--- config.mk ---
export PLATFORM = sky130hd
export DESIGN_NAME = lsu_sequencer_flat
export DESIGN_NICKNAME = d
export VERILOG_FILES = /design/src/rtl/lsu_sequencer_if.sv /design/src/rtl/lsu_sequencer.sv /design/src/flat_wrapper.sv
export SDC_FILE = /design/constraint.sdc
export NUM_CORES = 1
export LEC_CHECK = 0
export BUFFER_PORTS_ARGS = -buffer_cell sky130_fd_sc_hd__buf_2
export CORE_MARGIN = 4
export CORE_UTILIZATION = 48
export CTS_BUF_LIST = sky130_fd_sc_hd__clkbuf_8 sky130_fd_sc_hd__clkbuf_16
export DETAILED_ROUTE_END_ITERATION = 8
export PLACE_DENSITY = 0.77
export SYNTH_ARGS = -nofsm -noshare
export SYNTH_HDL_FRONTEND = slang
export SYNTH_SLANG_ARGS = --single-unit
--- constraint.sdc ---
create_clock -name clk -period 2 [get_ports clk]
set_clock_uncertainty 0.2 [all_clocks]
set_input_delay 0.4 -clock clk [delete_from_list [all_inputs] [get_ports clk]]
set_output_delay 0.4 -clock clk [all_outputs]
set_load 0.01 [all_outputs]
--- src/rtl/lsu_sequencer_if.sv ---
// Handshaked word-addressed data-memory bus between lsu_sequencer (master) and memory (slave).
interface lsu_sequencer_if #(
    parameter int unsigned ADDR_W = 32
);
    logic              mem_req;
    logic              mem_we;
    logic [ADDR_W-1:0] mem_addr;
    logic [3:0]        mem_be;
    logic [31:0]       mem_wdata;
    logic              mem_gnt;
    logic              mem_rvalid;
    logic [31:0]       mem_rdata;

    modport master (
        output mem_req, mem_we, mem_addr, mem_be, mem_wdata,
        input  mem_gnt, mem_rvalid, mem_rdata
    );

    modport slave (
        input  mem_req, mem_we, mem_addr, mem_be, mem_wdata,
        output mem_gnt, mem_rvalid, mem_rdata
    );
endinterface

--- src/rtl/lsu_sequencer.sv ---
// Multi-cycle load/store sequencer between the memory stage and a handshaked data memory.
// Define MISALIGN_SPLIT_EN to split word-crossing accesses into two transactions.
module lsu_sequencer #(
    parameter int unsigned MAX_WAIT = 16,
    parameter int unsigned ADDR_W   = 32
) (
    input  logic              clk,
    input  logic              reset,
    input  logic              req_valid,
    input  logic              req_is_store,
    input  logic [2:0]        Load,
    input  logic [1:0]        Store,
    input  logic [ADDR_W-1:0] addr,
    input  logic [31:0]       wdata,
    output logic              stall,
    output logic              done,
    output logic [31:0]       rdata,
    output logic              err,
    lsu_sequencer_if.master   mem
);

    typedef enum logic [2:0] {StIdle, StReq, StWait, StReq2, StWait2, StResp} state_e;

`ifdef MISALIGN_SPLIT_EN
    localparam bit SplitEn = 1'b1;
`else
    localparam bit SplitEn = 1'b0;
`endif

    state_e            state_q;
    logic [7:0]        cnt_q;
    logic [1:0]        size_q, off_q;
    logic              uns_q, we_q, cross_q;
    logic [ADDR_W-1:0] word_addr_q;
    logic [3:0]        be_hi_q;
    logic [31:0]       wdata_hi_q, first_q;
    logic              mem_req_q, mem_we_q;
    logic [ADDR_W-1:0] mem_addr_q;
    logic [3:0]        mem_be_q;
    logic [31:0]       mem_wdata_q;
    logic              done_q, err_q;
    logic [31:0]       rdata_q;

    logic [1:0]  dec_size;
    logic        dec_uns, dec_bad, dec_cross;
    logic [7:0]  be_base, dec_be;
    logic [63:0] dec_wd;

    always_comb begin
        dec_size = 2'd2;
        dec_uns  = 1'b0;
        dec_bad  = 1'b0;
        if (req_is_store) begin
            case (Store)
                2'b00:   dec_size = 2'd0;
                2'b01:   dec_size = 2'd1;
                2'b10:   dec_size = 2'd2;
                default: dec_bad  = 1'b1;
            endcase
        end else begin
            case (Load)
                3'b000:  dec_size = 2'd0;
                3'b001:  dec_size = 2'd1;
                3'b010:  dec_size = 2'd2;
                3'b011:  begin dec_size = 2'd0; dec_uns = 1'b1; end
                3'b100:  begin dec_size = 2'd1; dec_uns = 1'b1; end
                default: dec_bad = 1'b1;
            endcase
        end
        dec_cross = (dec_size == 2'd1 && addr[1:0] == 2'd3) ||
                    (dec_size == 2'd2 && addr[1:0] != 2'd0);
        case (dec_size)
            2'd0:    be_base = 8'h01;
            2'd1:    be_base = 8'h03;
            default: be_base = 8'h0f;
        endcase
        // 64-bit lane view: low half feeds the first word, high half the next word
        dec_be = be_base << addr[1:0];
        dec_wd = {32'b0, wdata} << {addr[1:0], 3'b000};
    end

    function automatic logic [31:0] extend(input logic [63:0] pair, input logic [1:0] off,
                                           input logic [1:0] size, input logic uns);
        logic [63:0] sh;
        sh = pair >> {off, 3'b000};
        case (size)
            2'd0:    extend = {{24{~uns & sh[7]}}, sh[7:0]};
            2'd1:    extend = {{16{~uns & sh[15]}}, sh[15:0]};
            default: extend = sh[31:0];
        endcase
    endfunction

    assign stall = (req_valid && state_q == StIdle) || (state_q != StIdle && state_q != StResp);
    assign done  = done_q;
    assign err   = err_q;
    assign rdata = rdata_q;

    assign mem.mem_req   = mem_req_q;
    assign mem.mem_we    = mem_we_q;
    assign mem.mem_addr  = mem_addr_q;
    assign mem.mem_be    = mem_be_q;
    assign mem.mem_wdata = mem_wdata_q;

    always_ff @(posedge clk) begin
        if (!reset) begin
            state_q     <= StIdle;
            cnt_q       <= '0;
            size_q      <= '0;
            off_q       <= '0;
            uns_q       <= 1'b0;
            we_q        <= 1'b0;
            cross_q     <= 1'b0;
            word_addr_q <= '0;
            be_hi_q     <= '0;
            wdata_hi_q  <= '0;
            first_q     <= '0;
            mem_req_q   <= 1'b0;
            mem_we_q    <= 1'b0;
            mem_addr_q  <= '0;
            mem_be_q    <= '0;
            mem_wdata_q <= '0;
            done_q      <= 1'b0;
            err_q       <= 1'b0;
            rdata_q     <= '0;
        end else begin
            done_q <= 1'b0;
            err_q  <= 1'b0;
            case (state_q)
                StIdle: begin
                    if (req_valid) begin
                        size_q      <= dec_size;
                        off_q       <= addr[1:0];
                        uns_q       <= dec_uns;
                        we_q        <= req_is_store;
                        cross_q     <= dec_cross & SplitEn;
                        word_addr_q <= {addr[ADDR_W-1:2], 2'b00};
                        be_hi_q     <= dec_be[7:4];
                        wdata_hi_q  <= dec_wd[63:32];
                        if (dec_bad || (dec_cross && !SplitEn)) begin
                            state_q <= StResp;
                            err_q   <= 1'b1;
                            rdata_q <= '0;
                        end else begin
                            state_q     <= StReq;
                            mem_req_q   <= 1'b1;
                            mem_we_q    <= req_is_store;
                            mem_addr_q  <= {addr[ADDR_W-1:2], 2'b00};
                            mem_be_q    <= dec_be[3:0];
                            mem_wdata_q <= dec_wd[31:0];
                        end
                    end
                end
                StReq, StReq2: begin
                    if (mem.mem_gnt) begin
                        mem_req_q <= 1'b0;
                        mem_we_q  <= 1'b0;
                        cnt_q     <= '0;
                        state_q   <= (state_q == StReq) ? StWait : StWait2;
                    end
                end
                StWait, StWait2: begin
                    if (mem.mem_rvalid) begin
                        first_q <= mem.mem_rdata;
                        if (state_q == StWait && cross_q) begin
                            state_q     <= StReq2;
                            mem_req_q   <= 1'b1;
                            mem_we_q    <= we_q;
                            mem_addr_q  <= word_addr_q + ADDR_W'(4);
                            mem_be_q    <= be_hi_q;
                            mem_wdata_q <= wdata_hi_q;
                        end else begin
                            state_q <= StResp;
                            done_q  <= 1'b1;
                            if (we_q) begin
                                rdata_q <= '0;
                            end else if (state_q == StWait2) begin
                                rdata_q <= extend({mem.mem_rdata, first_q}, off_q, size_q, uns_q);
                            end else begin
                                rdata_q <= extend({32'b0, mem.mem_rdata}, off_q, size_q, uns_q);
                            end
                        end
                    end else if (cnt_q == 8'(MAX_WAIT - 1)) begin
                        state_q <= StResp;
                        err_q   <= 1'b1;
                        rdata_q <= '0;
                    end else begin
                        cnt_q <= cnt_q + 8'd1;
                    end
                end
                StResp: begin
                    state_q <= StIdle;
                    rdata_q <= '0;
                end
                default: state_q <= StIdle;
            endcase
        end
    end

endmodule

--- src/flat_wrapper.sv ---
// flat-port wrapper written by rule: the top's interface ports become plain ports
module lsu_sequencer_flat 
#(
    parameter int unsigned MAX_WAIT = 16,
    parameter int unsigned ADDR_W   = 32
)
  (clk, reset, req_valid, req_is_store, Load, Store, addr, wdata, stall, done, rdata, err, mem_mem_req, mem_mem_we, mem_mem_addr, mem_mem_be, mem_mem_wdata, mem_mem_gnt, mem_mem_rvalid, mem_mem_rdata);
  lsu_sequencer_if #(.ADDR_W(ADDR_W)) mem_i ();
  input  logic clk;
  input  logic reset;
  input  logic req_valid;
  input  logic req_is_store;
  input  logic [2:0] Load;
  input  logic [1:0] Store;
  input  logic [ADDR_W-1:0] addr;
  input  logic [31:0] wdata;
  output logic stall;
  output logic done;
  output logic [31:0] rdata;
  output logic err;
  output wire logic [$bits(mem_i.mem_req)-1:0] mem_mem_req;
  output wire logic [$bits(mem_i.mem_we)-1:0] mem_mem_we;
  output wire logic [$bits(mem_i.mem_addr)-1:0] mem_mem_addr;
  output wire logic [$bits(mem_i.mem_be)-1:0] mem_mem_be;
  output wire logic [$bits(mem_i.mem_wdata)-1:0] mem_mem_wdata;
  input wire logic [$bits(mem_i.mem_gnt)-1:0] mem_mem_gnt;
  input wire logic [$bits(mem_i.mem_rvalid)-1:0] mem_mem_rvalid;
  input wire logic [$bits(mem_i.mem_rdata)-1:0] mem_mem_rdata;
  assign mem_mem_req = mem_i.mem_req;
  assign mem_mem_we = mem_i.mem_we;
  assign mem_mem_addr = mem_i.mem_addr;
  assign mem_mem_be = mem_i.mem_be;
  assign mem_mem_wdata = mem_i.mem_wdata;
  assign mem_i.mem_gnt = mem_mem_gnt;
  assign mem_i.mem_rvalid = mem_mem_rvalid;
  assign mem_i.mem_rdata = mem_mem_rdata;
  lsu_sequencer #(.MAX_WAIT(MAX_WAIT), .ADDR_W(ADDR_W)) u_core (.clk(clk), .reset(reset), .req_valid(req_valid), .req_is_store(req_is_store), .Load(Load), .Store(Store), .addr(addr), .wdata(wdata), .stall(stall), .done(done), .rdata(rdata), .err(err), .mem(mem_i));
endmodule
==> parameters.txt, run 1 <==
Parameter                              Value

Status
  Result of the run    finished, violations left
  Violated checks    negative setup slack

Placed design
  Quantity of I/O buffers inserted on ports    209
  Final HPWL DP    17900 um
  RePlAce Congestion    0.898

Synthesis
  Number of synthesized flops with an enable pin    0
  Post-synthesis instance area    7950 um2
  Share of synthesized flip-flops with an asynchronous set or reset    0
  Number of warnings issued by yosys    0
  Area share of the largest cell type after synthesis    0.380
  Register area share after synthesis    0.380
  Count of cell types in the netlist    61
  Mean Syn Cell Area    8.51 um2
  Post-synth top area cell    sky130_fd_sc_hd__dfxtp_1
  Most numerous cell types in the synthesized netlist    151 x sky130_fd_sc_hd__dfxtp_1, 126 x sky130_fd_sc_hd__a21oi_1, 117 x sky130_fd_sc_hd__nand2_1, 60 x sky130_fd_sc_hd__o21ai_1, 55 x sky130_fd_sc_hd__clkbuf_1
  Synth Register Bits    151
  Ranking of synthesized cells by area    sky130_fd_sc_hd__dfxtp_1 38%, sky130_fd_sc_hd__a21oi_1 7.9%, sky130_fd_sc_hd__mux4_2 6.8%
  Number of standard cells after synthesis    935
  Post-synth top flop    sky130_fd_sc_hd__dfxtp_1
  Cell with the most instances after synthesis    sky130_fd_sc_hd__dfxtp_1

Timing
  Max Clk Rate    0.459 GHz
  Number of hold violations in the final report    0
  Setup repair after global routing missed its margin    yes
  Worst slew pin tran    0.750 ns
  Rel. slew slack    0.498
  Final Slew Violations    0
  Clock period minus final worst setup slack    2.18 ns
  Final critical-path setup slack    -0.180 ns
  Setup TNS    -3.80 ns
  Fin crit share    1.09
  Final setup violating endpoints    33

Final layout
  Fillers    1157
  Number of nets in the layout    1312
  Area growth from synthesis to final layout    42.5%
  Ratio of cells with drive above 1 in the final layout    0.406
  Core occupancy in the finished layout    0.706

Global routing
  Total gr overflow    0
  Number of global-route vias before repair    8083
  Pin count of the biggest net entering global routing    69
  Wire length of the first global-routing pass    41100 um
  Antenna violations before repair    4
  Global-route usage over all layers    0.276

Drt
  First-pass DRT Iterations    5
  Initial DRC count    804
  Post-DR vias/cell    6.02
  Total wire length    27500 um
  Vias post-DR    8630
  Antenna viol nets, final    0
  Remaining routing DRC violations    0
  Routed wire per std cell    19.2 um

Floorplan
  Die width    137 um
  Placement Rows    46
  Core area    16100 um2
  Die Ht    137 um
  Starting density of the core    0.495
  I/O pin cnt    212
  Area of the die    18700 um2

Clock tree
  Number of H-tree levels    4
  Clock tree sinks    151
  Total CTS buffers    17
  Root buffer cell    sky130_fd_sc_hd__clkbuf_16
  Hold buffer count at cts    0
  Reg clk slew, reported paths    0.06 ns
  Clock latency on the worst-skew pair    0.43 ns
  CTS tree    built
  Clk buf depth    2

Critical path
  Category of the most critical setup path    flip-flop to flip-flop
  Reg2Reg Setup Slack    -0.18 ns
  Type of element capturing the critical path    flip-flop
  Biggest fanout along the worst timing path    8
  Cell-by-cell listing of the critical path    buf_8 > buf_4 > mux2i_1 > o211ai_1 > nand3_4 > buf_12 > a31oi_2 > a21o_1
  Family with the most delay on the worst path    compound AO/OA/AOI/OAI gates
  Worst path slowest cell    sky130_fd_sc_hd__dfxtp_4
  Arrival @ worst endpoint    2.30 ns
  Max incr delay on CP    0.45 ns
  Logic depth of the worst setup path including buffers    8
  Type of element launching the critical path    flip-flop
  Critical path required time    2.12 ns
  CP bufs+invs    3
  Reg2Reg Depth    8

Min path
  Worst min path class    primary input to flip-flop
  Number of cells traversed by the worst hold path    3

Power and ir drop
  Power density over cell area    946 nW/um2
  Worst-case vdd ir drop    0.697 mV
  Total power consumption of the routed design    0.0107 W
  Static Leakage    4.75 nW

Run
  Reported max-cap violation count    0
## worst paths after layout
check | from | end
worst min register to register | u_core.rdata[17] | u_core.rdata[17]
worst max-delay path | u_core.off_q[0] | u_core.rdata[20]
worst max register to register | u_core.off_q[0] | u_core.rdata[20]
worst min-delay path | addr[4] | u_core.mem.mem_addr[4]
## through the flow
stage	hold slack (ns)	cell area [um2]	setup WS (ns)	cells
2_1_floorplan	0.231	8030	-0.0429	936
3_3_place_gp	0.228	9900	-0.259	1373
3_5_place_dp	0.237	9900	-0.281	1373
4_1_cts	0.00747	10800	-0.0844	1415
5_1_grt	0.0169	11300	-0.269	1433
6_report	0.0155	11300	-0.180	1433
## state kept, by name, indices dropped and copies added (netlist names)
register              cells
u_core.mem.mem_addr      30
u_core.cnt_q              8
u_core.first_q           32
u_core.size_q             2
u_core.done               1
u_core.rdata             32
u_core.off_q              2
u_core.mem.mem_req        1
u_core.we_q               1
u_core.mem.mem_we         1
u_core.err                1
u_core.mem.mem_wdata     32
u_core.mem.mem_be         4
u_core.uns_q              1
u_core.state_q            3
## what timing repair did
action | CTS | global route
setup buffers | 9 | 15
gates cloned | 3 | 1
gates resized for setup | 58 | 63
pin swaps | 9 | 13
endpoints found under the setup margin | 34 | 62
## final cells by class
cell class / instances / area, um2 / area share
Timing Repair Buffer: 342 / 2400 / 0.212
Sequential cell: 151 / 3030 / 0.268
Tap cell: 216 / 270 / 0.0238
Multi-Input combinational cell: 686 / 5040 / 0.445
Clock buffer: 17 / 425 / 0.0375
Antenna cell: 2 / 5.00 / 0.000442
Inverter: 6 / 23.8 / 0.00210
Clock inverter: 13 / 133 / 0.0117
## report_power, final
part	total [W]	switching (W)	internal, W
Clock	0.00313	0.00132	0.00181
Sequential	0.00356	0.000235	0.00332
Combinational	0.00403	0.00215	0.00188
## logic make-up (layout without fill, tap and decap cells)
logic type               count (synthesis)  count (layout)  share of synthesized area
other                                    1               4                   0.000472
AO/OA/AOI/OAI                          322             322                      0.249
flip-flops                             151             151                      0.380
AND/OR/NAND/NOR                        269             269                      0.162
XOR/XNOR                                 9               9                    0.00991
adder cells (fa/ha/maj)                  1               1                    0.00157
buffers and inverters                   99             378                     0.0533
multiplexers                            83              83                      0.143
## worst min-delay path: stages
cell                      delay [ns]
sky130_fd_sc_hd__buf_2          0.10
sky130_fd_sc_hd__nand3_1        0.05
sky130_fd_sc_hd__a21oi_1        0.05
## per-layer routing
layer / GRT usage / wire [um] / vias up
met1: 0.345 / 10700 / 4057
li1: - / - / 4006
met2: 0.446 / 13200 / 474
met5: 0 / 27 / -
met3: 0.0798 / 2560 / 89
met4: 0.115 / 1000 / 4
## cell usage in the layout, fill, tap and decap left out, drive strengths merged, types with 3 or more instances in the layout
master    count
and3          3
nor3b         4
o221ai        8
mux4         24
and2         13
o211ai        9
nand3b        3
a211oi       16
a21o         16
a21oi       126
clkbuf       18
or4           3
o22ai         3
buf         341
o2111ai      11
inv          10
o2bb2ai       8
a31oi        18
clkinvlp      3
nand2       117
nor2         33
dfxtp       151
a22o          9
nor3         14
mux2          8
a32oi         8
mux2i        51
clkinv        4
o21ai        71
o21a         10
xor2          7
or3           7
nand3        35
nand4        17
nor2b        10
Power figures use the tool's default switching activity.
==> run 2, diff against run 1 <==
--- a/config.mk
+++ b/config.mk
@@ -11,6 +11,8 @@
 export CTS_BUF_LIST = sky130_fd_sc_hd__clkbuf_8 sky130_fd_sc_hd__clkbuf_16
 export DETAILED_ROUTE_END_ITERATION = 8
 export PLACE_DENSITY = 0.77
+export RECOVER_POWER = 50
+export SLEW_MARGIN = 20
 export SYNTH_ARGS = -nofsm -noshare
 export SYNTH_HDL_FRONTEND = slang
 export SYNTH_SLANG_ARGS = --single-unit
==> constraint.sdc (replaced) <==
create_clock -name clk -period 2 [get_ports clk]
set_clock_uncertainty 0.2 [all_clocks]
set_input_delay 0.4 -clock clk [delete_from_list [all_inputs] [get_ports clk]]
set_output_delay 0.4 -clock clk [all_outputs]
set_load 0.005 [all_outputs]
==> parameters.txt, run 2 (synthesis results as in run 1) <==
Parameter                              Value

Final layout
  Area growth from synthesis to final layout    41.9%
  Number of nets in the layout    1312
  Most used cells in the layout excluding fill and tap cells    150 x sky130_fd_sc_hd__buf_2, 145 x sky130_fd_sc_hd__dfxtp_1, 122 x sky130_fd_sc_hd__a21oi_1
  Ratio of cells with drive above 1 in the final layout    0.357
  Commonest non-fill, non-tap cell in the layout    sky130_fd_sc_hd__buf_2

Power and ir drop
  Power density over cell area    943 nW/um2
  Worst-case vdd ir drop    0.672 mV
  Static Leakage    4.50 nW
  Total power consumption of the routed design    0.0106 W

Drt
  Total wire length    27900 um
  Antenna viol nets, final    0
  Routed wire per std cell    19.5 um
  First-pass DRT Iterations    6
  Vias post-DR    8720
  Initial DRC count    885
  Post-DR vias/cell    6.09
  Remaining routing DRC violations    0

Floorplan
  Starting density of the core    0.495
  Area of the die    18700 um2
  Core area    16100 um2
  Die Ht    137 um
  Die width    137 um
  I/O pin cnt    212
  Placement Rows    46

Timing
  Final setup violating endpoints    35
  Final Slew Violations    0
  Fin crit share    1.08
  Clock period minus final worst setup slack    2.16 ns
  Rel. slew slack    0.504
  Setup repair after global routing missed its margin    yes
  Number of hold violations in the final report    0
  Final critical-path setup slack    -0.158 ns
  Max Clk Rate    0.463 GHz
  Worst slew pin tran    0.741 ns

Placed design
  Quantity of I/O buffers inserted on ports    209
  Place WS    -0.281 ns
  Final HPWL DP    17900 um
  RePlAce Congestion    0.898

Clock tree
  CTS tree    built
  Hold buffer count at cts    0
  Clock tree sinks    151
  Total CTS buffers    17
  Reg clk slew, reported paths    0.06 ns
  Clk buf depth    2
  Number of H-tree levels    4
  Root buffer cell    sky130_fd_sc_hd__clkbuf_16
  Clock latency on the worst-skew pair    0.43 ns

Global routing
  Total gr overflow    0
  Antenna violations before repair    4
  Global-route usage over all layers    0.275
  Number of global-route vias before repair    8103
  Pin count of the biggest net entering global routing    69
  Wire length of the first global-routing pass    41100 um

Run
  Reported max-cap violation count    0

Status
  Violated checks    negative setup slack
  Result of the run    finished, violations left

Critical path
  End of the worst register-to-register path    u_core.rdata[10]
  Type of element launching the critical path    flip-flop
  Arrival @ worst endpoint    2.27 ns
  Beginning of the worst register-to-register path    u_core.off_q[0]
  Max incr delay on CP    0.58 ns
  Type of element capturing the critical path    flip-flop
  Reg2Reg Depth    6
  Critical path required time    2.11 ns
  Biggest fanout along the worst timing path    8
  Reg2Reg Setup Slack    -0.16 ns
  Cell-by-cell listing of the critical path    mux4_2 > a21oi_2 > buf_6 > o221ai_1 > o21a_1 > a22o_1
  Worst path slowest cell    sky130_fd_sc_hd__mux4_2
  Category of the most critical setup path    flip-flop to flip-flop

Min path
  Worst min path class    primary input to flip-flop
  Startpoint of the lowest-slack hold path    addr[4]
  Hold endpoint    u_core.mem.mem_addr[4]
  Number of cells traversed by the worst hold path    3
[run 2: cell types whose count changed in the layout (fill, tap and decap cells not counted), sizes merged]
cell / previous run / this run
clkbuf: 18 / 79
buf: 341 / 280
[run 2: per-layer routing]
layer / part of all wire / GRT usage / wire length, um / up-vias
met3: 0.096 / 0.0805 / 2690 / 109
li1: - / - / - / 4018
met1: 0.38 / 0.344 / 10600 / 4059
met2: 0.48 / 0.443 / 13400 / 530
met4: 0.042 / 0.118 / 1170 / 4
met5: 0.00097 / 0 / 27 / -
[run 2: where the power goes]
group	internal [W]	switching (W)	total [W]
registers	0.00332	0.000237	0.00356
logic	0.00186	0.00209	0.00396
clock network	0.00182	0.00131	0.00312
[run 2: cell type report]
class	count	area, um2
Clock inverter	13	133
Clock buffer	17	425
Fill cell	1183	4770
Tap cell	216	270
Antenna cell	2	5.00
Multi-Input combinational cell	686	5050
Sequential cell	151	3040
Inverter	6	23.8
Timing Repair Buffer	342	2340
[run 2: worst max path at each step]
stage | startpoint | end | slack [ns]
3_5_place_dp | Load[0] | u_core.mem.mem_wdata[20] | -0.28
5_1_grt | u_core.off_q[0] | u_core.rdata[25] | -0.21
6_report | u_core.off_q[0] | u_core.rdata[10] | -0.16
2_1_floorplan | Store[0] | u_core.mem.mem_be[1] | -0.04
3_3_place_gp | Load[0] | u_core.mem.mem_wdata[23] | -0.26
4_1_cts | u_core.off_q[0] | u_core.rdata[11] | -0.08
[run 2: critical path, delay by kind of cell, from the launching register on]
kind / cells / cell delay, ns
buffers and inverters: 1 / 0.18
AO/OA/AOI/OAI: 4 / 0.63
multiplexers: 1 / 0.58
flip-flops: 1 / 0.45
[run 2: what timing repair did]
| item | in CTS | in global routing |
|---|---|---|
| setup endpoints to repair | 34 | 56 |
| pin swaps | 9 | 20 |
| cloned | 3 | 2 |
| resized for setup | 58 | 70 |
| buffers inserted | 8 | 15 |
[run 2: through the flow]
| step | area (um2) | util | hold slack, ns | instances | setup TNS (ns) |
|---|---|---|---|---|---|
| detailed placement | 9900 | 0.617 | 0.237 | 1373 | -19.02 |
| floorplan | 8030 | - | 0.231 | 936 | -0.485 |
| global route | 11300 | 0.703 | 0.0188 | 1433 | -6.43 |
| finish | 11300 | 0.703 | 0.0192 | 1433 | -3.49 |
| CTS | 10800 | 0.674 | 0.00747 | 1414 | -1.55 |
| global placement | 9900 | 0.617 | 0.228 | 1373 | -16.87 |
